<file path="src/rtl/mem_access_if.sv">
// Bundle of every handshake and RAM signal between the arbiter and its two
// requesters. The arbiter takes the slave view; the surrounding system (or bench) takes the master view.
interface mem_access_if #(
    parameter int AW = 8,
    parameter int DW = 8
);
    logic          core_req;
    logic          core_we;
    logic [AW-1:0] core_addr;
    logic [DW-1:0] core_wdata;
    logic [DW-1:0] core_rdata;
    logic          core_ack;
    logic          core_finish;
    logic          ld_req;
    logic          ld_we;
    logic [AW-1:0] ld_addr;
    logic [DW-1:0] ld_wdata;
    logic [DW-1:0] ld_rdata;
    logic          ld_ack;
    logic          ld_done;
    logic          proc_enable;
    logic [1:0]    phase;
    logic          addr_err;
    logic          mem_en;
    logic          mem_we;
    logic [AW-1:0] mem_addr;
    logic [DW-1:0] mem_wdata;
    logic [DW-1:0] mem_rdata;

    modport slave (
        input  core_req, core_we, core_addr, core_wdata, core_finish,
        input  ld_req, ld_we, ld_addr, ld_wdata, ld_done, mem_rdata,
        output core_rdata, core_ack, ld_rdata, ld_ack,
        output proc_enable, phase, addr_err,
        output mem_en, mem_we, mem_addr, mem_wdata
    );

    modport master (
        output core_req, core_we, core_addr, core_wdata, core_finish,
        output ld_req, ld_we, ld_addr, ld_wdata, ld_done, mem_rdata,
        input  core_rdata, core_ack, ld_rdata, ld_ack,
        input  proc_enable, phase, addr_err,
        input  mem_en, mem_we, mem_addr, mem_wdata
    );
endinterface

</file>
<file path="src/rtl/mem_access_arbiter.sv">
// Single-port data RAM arbiter between the convolution core and the image loader.
// Sequences LOAD -> RUN -> DRAIN and runs one unpipelined 3-cycle access at a time.
module mem_access_arbiter #(
    parameter int AW        = 8,
    parameter int DW        = 8,
    parameter int MEM_DEPTH = 256
) (
    input logic         clk,
    input logic         rst_n,
    mem_access_if.slave bus
);
    typedef enum logic [1:0] {IDLE, ACCESS, ACK} state_t;
    typedef enum logic [1:0] {PH_LOAD = 2'b00, PH_RUN = 2'b01, PH_DRAIN = 2'b10} phase_t;

    localparam logic          GNT_CORE = 1'b0;
    localparam logic          GNT_LD   = 1'b1;
    localparam logic [AW:0]   DEPTH    = (AW + 1)'(MEM_DEPTH);

    state_t        state_q, state_d;
    phase_t        phase_q, phase_d;
    logic          rr_q, rr_d;
    logic          gnt_q, gnt_d;
    logic          we_q, we_d;
    logic          inr_q, inr_d;
    logic          mem_en_q, mem_en_d;
    logic          mem_we_q, mem_we_d;
    logic [AW-1:0] mem_addr_q, mem_addr_d;
    logic [DW-1:0] mem_wdata_q, mem_wdata_d;
    logic          proc_enable_q, proc_enable_d;
    logic          addr_err_q, addr_err_d;
    logic [DW-1:0] core_hold_q, core_hold_d;
    logic [DW-1:0] ld_hold_q, ld_hold_d;

    logic          core_elig, ld_elig, sel_ld, sel_we, sel_in;
    logic [AW-1:0] sel_addr;
    logic [DW-1:0] sel_wdata, rd_val;
    logic          core_ack, ld_ack;

    always_comb begin
        core_elig = bus.core_req && (phase_q == PH_RUN);
        ld_elig   = bus.ld_req;
        // rr_q holds the last winner, so a waiting side never loses two grants in a row
        sel_ld    = ld_elig && (!core_elig || rr_q == GNT_CORE);
        sel_we    = sel_ld ? bus.ld_we    : bus.core_we;
        sel_addr  = sel_ld ? bus.ld_addr  : bus.core_addr;
        sel_wdata = sel_ld ? bus.ld_wdata : bus.core_wdata;
        sel_in    = {1'b0, sel_addr} < DEPTH;
        rd_val    = inr_q ? bus.mem_rdata : '0;
    end

    always_comb begin
        phase_d = phase_q;
        case (phase_q)
            PH_LOAD:  if (bus.ld_done)     phase_d = PH_RUN;
            PH_RUN:   if (bus.core_finish) phase_d = PH_DRAIN;
            default:  phase_d = PH_DRAIN;
        endcase
        proc_enable_d = (phase_d == PH_RUN);
    end

    always_comb begin
        state_d     = state_q;
        rr_d        = rr_q;
        gnt_d       = gnt_q;
        we_d        = we_q;
        inr_d       = inr_q;
        mem_en_d    = 1'b0;
        mem_we_d    = 1'b0;
        mem_addr_d  = '0;
        mem_wdata_d = '0;
        addr_err_d  = addr_err_q;
        core_hold_d = core_hold_q;
        ld_hold_d   = ld_hold_q;
        case (state_q)
            IDLE: if (core_elig || ld_elig) begin
                state_d     = ACCESS;
                gnt_d       = sel_ld;
                rr_d        = sel_ld;
                we_d        = sel_we;
                inr_d       = sel_in;
                mem_en_d    = sel_in;
                mem_we_d    = sel_in && sel_we;
                mem_addr_d  = sel_in ? sel_addr  : '0;
                mem_wdata_d = sel_in ? sel_wdata : '0;
            end
            ACCESS: begin
                state_d = ACK;
                if (!inr_q) addr_err_d = 1'b1;
            end
            ACK: begin
                state_d = IDLE;
                if (!we_q && gnt_q == GNT_CORE) core_hold_d = rd_val;
                if (!we_q && gnt_q == GNT_LD)   ld_hold_d   = rd_val;
            end
            default: state_d = IDLE;
        endcase
    end

    always_ff @(posedge clk or negedge rst_n) begin
        if (!rst_n) begin
            state_q       <= IDLE;
            phase_q       <= PH_LOAD;
            rr_q          <= GNT_CORE;
            gnt_q         <= GNT_CORE;
            we_q          <= 1'b0;
            inr_q         <= 1'b0;
            mem_en_q      <= 1'b0;
            mem_we_q      <= 1'b0;
            mem_addr_q    <= '0;
            mem_wdata_q   <= '0;
            proc_enable_q <= 1'b0;
            addr_err_q    <= 1'b0;
            core_hold_q   <= '0;
            ld_hold_q     <= '0;
        end else begin
            state_q       <= state_d;
            phase_q       <= phase_d;
            rr_q          <= rr_d;
            gnt_q         <= gnt_d;
            we_q          <= we_d;
            inr_q         <= inr_d;
            mem_en_q      <= mem_en_d;
            mem_we_q      <= mem_we_d;
            mem_addr_q    <= mem_addr_d;
            mem_wdata_q   <= mem_wdata_d;
            proc_enable_q <= proc_enable_d;
            addr_err_q    <= addr_err_d;
            core_hold_q   <= core_hold_d;
            ld_hold_q     <= ld_hold_d;
        end
    end

    // Read data is passed straight through in the ack cycle, then held
    assign core_ack        = (state_q == ACK) && (gnt_q == GNT_CORE);
    assign ld_ack          = (state_q == ACK) && (gnt_q == GNT_LD);
    assign bus.core_ack    = core_ack;
    assign bus.ld_ack      = ld_ack;
    assign bus.core_rdata  = (core_ack && !we_q) ? rd_val : core_hold_q;
    assign bus.ld_rdata    = (ld_ack && !we_q) ? rd_val : ld_hold_q;
    assign bus.proc_enable = proc_enable_q;
    assign bus.phase       = phase_q;
    assign bus.addr_err    = addr_err_q;
    assign bus.mem_en      = mem_en_q;
    assign bus.mem_we      = mem_we_q;
    assign bus.mem_addr    = mem_addr_q;
    assign bus.mem_wdata   = mem_wdata_q;
endmodule

</file>
<file path="src/flat_wrapper.sv">
// flat-port wrapper written by rule: the top's interface ports become plain ports
module mem_access_arbiter_flat 
#(
    parameter int AW        = 8,
    parameter int DW        = 8,
    parameter int MEM_DEPTH = 256
)
  (clk, rst_n, bus_core_req, bus_core_we, bus_core_addr, bus_core_wdata, bus_core_finish, bus_ld_req, bus_ld_we, bus_ld_addr, bus_ld_wdata, bus_ld_done, bus_mem_rdata, bus_core_rdata, bus_core_ack, bus_ld_rdata, bus_ld_ack, bus_proc_enable, bus_phase, bus_addr_err, bus_mem_en, bus_mem_we, bus_mem_addr, bus_mem_wdata);
  mem_access_if #(.AW(AW), .DW(DW)) bus_i ();
  input logic clk;
  input logic rst_n;
  input wire logic [$bits(bus_i.core_req)-1:0] bus_core_req;
  input wire logic [$bits(bus_i.core_we)-1:0] bus_core_we;
  input wire logic [$bits(bus_i.core_addr)-1:0] bus_core_addr;
  input wire logic [$bits(bus_i.core_wdata)-1:0] bus_core_wdata;
  input wire logic [$bits(bus_i.core_finish)-1:0] bus_core_finish;
  input wire logic [$bits(bus_i.ld_req)-1:0] bus_ld_req;
  input wire logic [$bits(bus_i.ld_we)-1:0] bus_ld_we;
  input wire logic [$bits(bus_i.ld_addr)-1:0] bus_ld_addr;
  input wire logic [$bits(bus_i.ld_wdata)-1:0] bus_ld_wdata;
  input wire logic [$bits(bus_i.ld_done)-1:0] bus_ld_done;
  input wire logic [$bits(bus_i.mem_rdata)-1:0] bus_mem_rdata;
  output wire logic [$bits(bus_i.core_rdata)-1:0] bus_core_rdata;
  output wire logic [$bits(bus_i.core_ack)-1:0] bus_core_ack;
  output wire logic [$bits(bus_i.ld_rdata)-1:0] bus_ld_rdata;
  output wire logic [$bits(bus_i.ld_ack)-1:0] bus_ld_ack;
  output wire logic [$bits(bus_i.proc_enable)-1:0] bus_proc_enable;
  output wire logic [$bits(bus_i.phase)-1:0] bus_phase;
  output wire logic [$bits(bus_i.addr_err)-1:0] bus_addr_err;
  output wire logic [$bits(bus_i.mem_en)-1:0] bus_mem_en;
  output wire logic [$bits(bus_i.mem_we)-1:0] bus_mem_we;
  output wire logic [$bits(bus_i.mem_addr)-1:0] bus_mem_addr;
  output wire logic [$bits(bus_i.mem_wdata)-1:0] bus_mem_wdata;
  assign bus_i.core_req = bus_core_req;
  assign bus_i.core_we = bus_core_we;
  assign bus_i.core_addr = bus_core_addr;
  assign bus_i.core_wdata = bus_core_wdata;
  assign bus_i.core_finish = bus_core_finish;
  assign bus_i.ld_req = bus_ld_req;
  assign bus_i.ld_we = bus_ld_we;
  assign bus_i.ld_addr = bus_ld_addr;
  assign bus_i.ld_wdata = bus_ld_wdata;
  assign bus_i.ld_done = bus_ld_done;
  assign bus_i.mem_rdata = bus_mem_rdata;
  assign bus_core_rdata = bus_i.core_rdata;
  assign bus_core_ack = bus_i.core_ack;
  assign bus_ld_rdata = bus_i.ld_rdata;
  assign bus_ld_ack = bus_i.ld_ack;
  assign bus_proc_enable = bus_i.proc_enable;
  assign bus_phase = bus_i.phase;
  assign bus_addr_err = bus_i.addr_err;
  assign bus_mem_en = bus_i.mem_en;
  assign bus_mem_we = bus_i.mem_we;
  assign bus_mem_addr = bus_i.mem_addr;
  assign bus_mem_wdata = bus_i.mem_wdata;
  mem_access_arbiter #(.AW(AW), .DW(DW), .MEM_DEPTH(MEM_DEPTH)) u_core (.clk(clk), .rst_n(rst_n), .bus(bus_i));
endmodule
</file>
<file path="config.mk">
export PLATFORM = sky130hd
export DESIGN_NAME = mem_access_arbiter_flat
export DESIGN_NICKNAME = d
export VERILOG_FILES = /design/src/rtl/mem_access_if.sv /design/src/rtl/mem_access_arbiter.sv /design/src/flat_wrapper.sv
export SDC_FILE = /design/constraint.sdc
export NUM_CORES = 1
export LEC_CHECK = 0
export BUFFER_PORTS_ARGS = -buffer_cell sky130_fd_sc_hd__buf_2
export CAP_MARGIN = 20
export CELL_PAD_IN_SITES_DETAIL_PLACEMENT = 0
export CELL_PAD_IN_SITES_GLOBAL_PLACEMENT = 1
export CORE_UTILIZATION = 34
export DETAILED_ROUTE_END_ITERATION = 10
export PLACE_DENSITY_LB_ADDON = 0.1
export SYNTH_ARGS = -nofsm -noshare
export SYNTH_HDL_FRONTEND = slang
export SYNTH_SLANG_ARGS = --single-unit
</file>
<file path="constraint.sdc">
create_clock -name clk -period 2.4 [get_ports clk]
set_clock_uncertainty 0.15 [all_clocks]
set_input_delay 0.24 -clock clk [delete_from_list [all_inputs] [get_ports clk]]
set_output_delay 0.24 -clock clk [all_outputs]
set_load 0.01 [all_outputs]
</file>
# Word-level counts from Yosys, hierarchy flattened
# Index checks and enable logic that the tools add are counted.
# totals
word_cells,57
register_bits,43
out_inout_bits,40
in_bits,48
# op_classes
eq_ne,5
n_mux,19
n_bitwise,2
reduce_logical,18
# ops
cell,n
two-way mux 8 bit,9
logical AND 1 bit,8
case mux 2 bit (2 select lines),2
AND reduction 2 bit,4
equality test 2 x 1 -> 1 bit (second input constant),3
two-way mux 2 bit,3
two-way mux 1 bit,5
logical NOT 2 bit,2
equality test 2 bit (second input constant),1
logical NOT 1 bit,2
logical OR 1 bit,2
!= test 2 x 1 -> 1 bit (second input constant),1
inverter 1 bit,2

# Logic depth before layout (Yosys ltp)
# depth
depth_word,8
depth_mapped,6
depth_no_buf,3

# Worst setup path after synthesis
# Ideal clock, no wire load.
# synth_timing
path_kind,reg2out
from,"register, netlist name u_core.rr_q"
to,output port bus_core_rdata[0]
stages_incl_launch_ff,6
required_ns,2.010
slack_ns,0.543
t_arrival_ns,1.467
path_buffers,3
path_cell_list,dfrtp_1 > buf_6 > or4b_4 > buf_6 > buf_8 > o21ai_1
# synth_lines
item,line,text
"end, declared",flat_wrapper.sv:23,output wire logic [$bits(bus_i.core_rdata)-1:0] bus_core_rdata;

==> key figures <==
Run status
  – Status: complete, no violations

Logic synthesis
  – Adder-Cell Fraction of Synth Area: 0
  – Yosys cell types: 27
  – Seq/Total Area, Yosys: 0.552
  – Syn_area_per_cell: 10.0 µm²
  – Post-synthesis simple-gate area fraction: 0.163
  – Post-Synthesis Cells: roughly 190
  – Mux contribution to synthesized area: 0.0103
  – Syn_nets: 242
  – Compound-gate portion of the synthesized area: 0.215
  – Post-Synth XOR/XNOR Area: 0
  – #FFs+latches synth: between 40 and 50
  – Main combinational cell family by area after synthesis: compound AO/OA/AOI/OAI gates
  – Yosys warnings: 0
  – Area of the mapped netlist: 0.00195 mm²

Finish
  – Post-route cell area: roughly 0.0025 mm²
  – Layout Nets: 326
  – N_diodes: 0
  – Share of cells above drive strength 1: 0.414
  – Syn-to-layout area delta: 29.3%

Floorplan
  – Initial core utilization: 0.354
  – Die height: 77.7 µm
  – Std-Cell Rows: 27
  – DIE AREA: between 0.006 and 0.007 mm²
  – IO Count: just under 90
  – Core footprint: ~0.0055 mm²
  – Die width: about 78 µm

Clock tree
  – CTS tree: done
  – CTS clk-pin slew, worst paths: roughly 70 ps
  – H-tree depth: 2
  – Max Buffers Root-to-Sink: 2
  – Post-CTS setup buffers: 0
  – CTS sink count: 43
  – Total CTS buffers: 5
  – Skew-Pair Late Insertion Delay: about 290 ps
  – Clock Tree Root: clkbuf_8

Global routing
  – Vias in the first global route: around 1600
  – Gr ovfl total: 0
  – Initial antenna violation count: 0
  – Total GRT Usage: 0.164
  – First-pass GRT wire length: between 7000 and 8000 µm
  – Largest net degree at the start of global routing: 25

Pwr
  – Peak VDD IR: approximately 0.31 mV
  – Leak: about 1.3 nW
  – P per Cell Area: between 800 and 900 mW/mm²
  – Total Power: ~0.0021 W

STA
  – RSZ-0062 raised after global routing: no
  – Final slew viol count: 0
  – Measured slew at the worst slew-check pin: 711 ps
  – F_max: roughly 440 MHz
  – Post-layout min period: between 2000 and 2500 ps
  – Final setup viols: 0
  – Fin. Hold Viols: 0
  – TNS Setup: 0 ps
  – Crit share post-route: 0.955
  – Hold WS: about 36 ps
  – Slew headroom: 0.523

Setup path
  – CP cell instances: or4b_4 > nand2_1 > o21ai_1 > buf_2
  – Slowest Stage Delay on Critical Path: between 700 and 800 ps
  – Worst EP required: between 2000 and 2500 ps
  – CP max-delay cell: or4b_4
  – CP startpoint kind: flop
  – Worst Setup Path Type: reg2out
  – Critical path capture point type: primary output
  – Crit-path max FO: 24
  – Critical path arrival: between 1500 and 2000 ps

Drt
  – Wire per inst: ~13 µm
  – First-pass detailed-route iteration total: 4
  – Detail Route Antenna Nets: 0
  – # DRC: 0
  – Routed WL: between 4000 and 5000 µm
  – DRT iter0 DRCs: around 50
  – Vias per cell: around 4.8
  – Routed via count: between 1500 and 2000

Flow run
  – Max_cap viols: 0

Worst hold path
  – HP Class: in2reg

Placed design
  – Dpl cell area: about 0.0024 mm²
  – Port-buffer cells: 87
  – GPL Wtd Cong: just over 0.7
  – DP Wirelength: approximately 3200 µm
==> flip-flops by register name, indices dropped and copies added (netlist names), 2 cells and up <==
register and count:
u_core.ld_hold_q 8, u_core.bus.mem_addr 8, u_core.bus.mem_wdata 8, u_core.core_hold_q 8
u_core.state_q 2, u_core.bus.phase 2
==> metrics by stage <==
| step | std cells | util | worst slack [ps] |
|---|---|---|---|
| floorplan | 194 | - | 543 |
| global placement | 342 | 0.436 | 434 |
| detailed placement | 342 | 0.436 | 401 |
| CTS | 350 | 0.457 | 76.5 |
| global route | 350 | 0.457 | 0.0386 |
| finish | 350 | 0.457 | 108 |
==> what timing repair did <==
action,4_1_cts,5_1_grt
setup endpoints to repair,0,3
resized for setup,0,1
hold buffers,1,0
hold endpoints to repair,12,0
==> Yosys cell counts (all sizes together) <==
cell / instances / area, µm²
a31oi: 1 / 6.26
o21ai: 51 / 300
buf: 5 / 62.6
inv: 4 / 15.0
dfrtp: 43 / 1080
nand4bb: 1 / 11.3
o211ai: 1 / 7.51
and3b: 2 / 17.5
clkbuf: 10 / 37.5
a21oi: 18 / 90.1
mux2i: 2 / 20.0
or4b: 1 / 13.8
a21o: 2 / 15.0
nor3b: 1 / 7.51
and4b: 1 / 10.0
nor2: 4 / 15.0
nand4b: 1 / 8.76
nor4b: 1 / 8.76
nand2: 26 / 128
nand3: 17 / 85.1
nor2b: 2 / 12.5
==> cells by family (layout without fill, tap and decap cells) <==
kind of cell,after synthesis,after routing
AOI/OAI and AO/OA,73,73
and+or+nand+nor,57,57
DFF,43,43
buffers and inverters,19,103
muxes,2,2
==> where the power goes <==
group	internal (W)	switching [W]
Combinational	0.000284	0.000362
Sequential	0.000889	0.0000730
Clock	0.000305	0.000230
==> metal layers <==
| layer | wire, µm | vias to the layer above | track usage |
|---|---|---|---|
| met5 | 0 | - | 0 |
| met4 | 80 | 0 | 0.0792 |
| met3 | 327 | 8 | 0.0494 |
| met2 | 2010 | 57 | 0.248 |
| met1 | 2000 | 764 | 0.213 |
| li1 | - | 849 | - |
==> path summary, 6_finish.rpt <==
check | to | from | slack (ps) | cells after the start
worst max-delay path | bus_core_rdata[2] | u_core.rr_q | 110 | 4
worst min-delay path | u_core.bus.proc_enable | bus_ld_done | 40 | 3
worst max register to register | u_core.bus.mem_wdata[3] | u_core.bus.phase[1] | 670 | 3
worst min register to register | u_core.bus.addr_err | u_core.bus.addr_err | 310 | 1
max in group asynchronous | u_core.state_q[1] | rst_n | 1320 | 3
min in group asynchronous | u_core.core_hold_q[2] | rst_n | 220 | 2
==> critical path, delay by kind of cell, from the launching register on <==
family / cells / cell delay, ps
AOI/OAI and AO/OA: 1 / 70
DFF: 1 / 460
buffers and inverters: 1 / 150
and+or+nand+nor: 2 / 930
==> placed cells by master, fill, tap and decap left out, types with 2 or more instances in the layout <==
master,Yosys,layout
nand3_1,17,17
mux2i_1,2,2
o21ai_1,4,5
clkbuf_8,0,5
nand2_1,22,21
inv_1,4,4
nand2_4,4,4
dfrtp_1,43,43
nor2b_1,2,2
nor2_1,4,4
buf_4,0,4
a21o_1,2,2
o21ai_2,12,12
o21ai_0,35,34
buf_2,1,87
a21oi_1,18,18
and3b_1,2,2
==> cell type report <==
type                       instances  area (µm²)
inverter                           4        15.0
multi-input combinational        132         759
timing repair buffer              92         475
fill                             558        2990
clock buffer                       6        72.6
clock inverter                     1        30.0
sequential                        43        1080
tap                               72        90.1
Note: power is estimated with default switching activity, not from simulation.
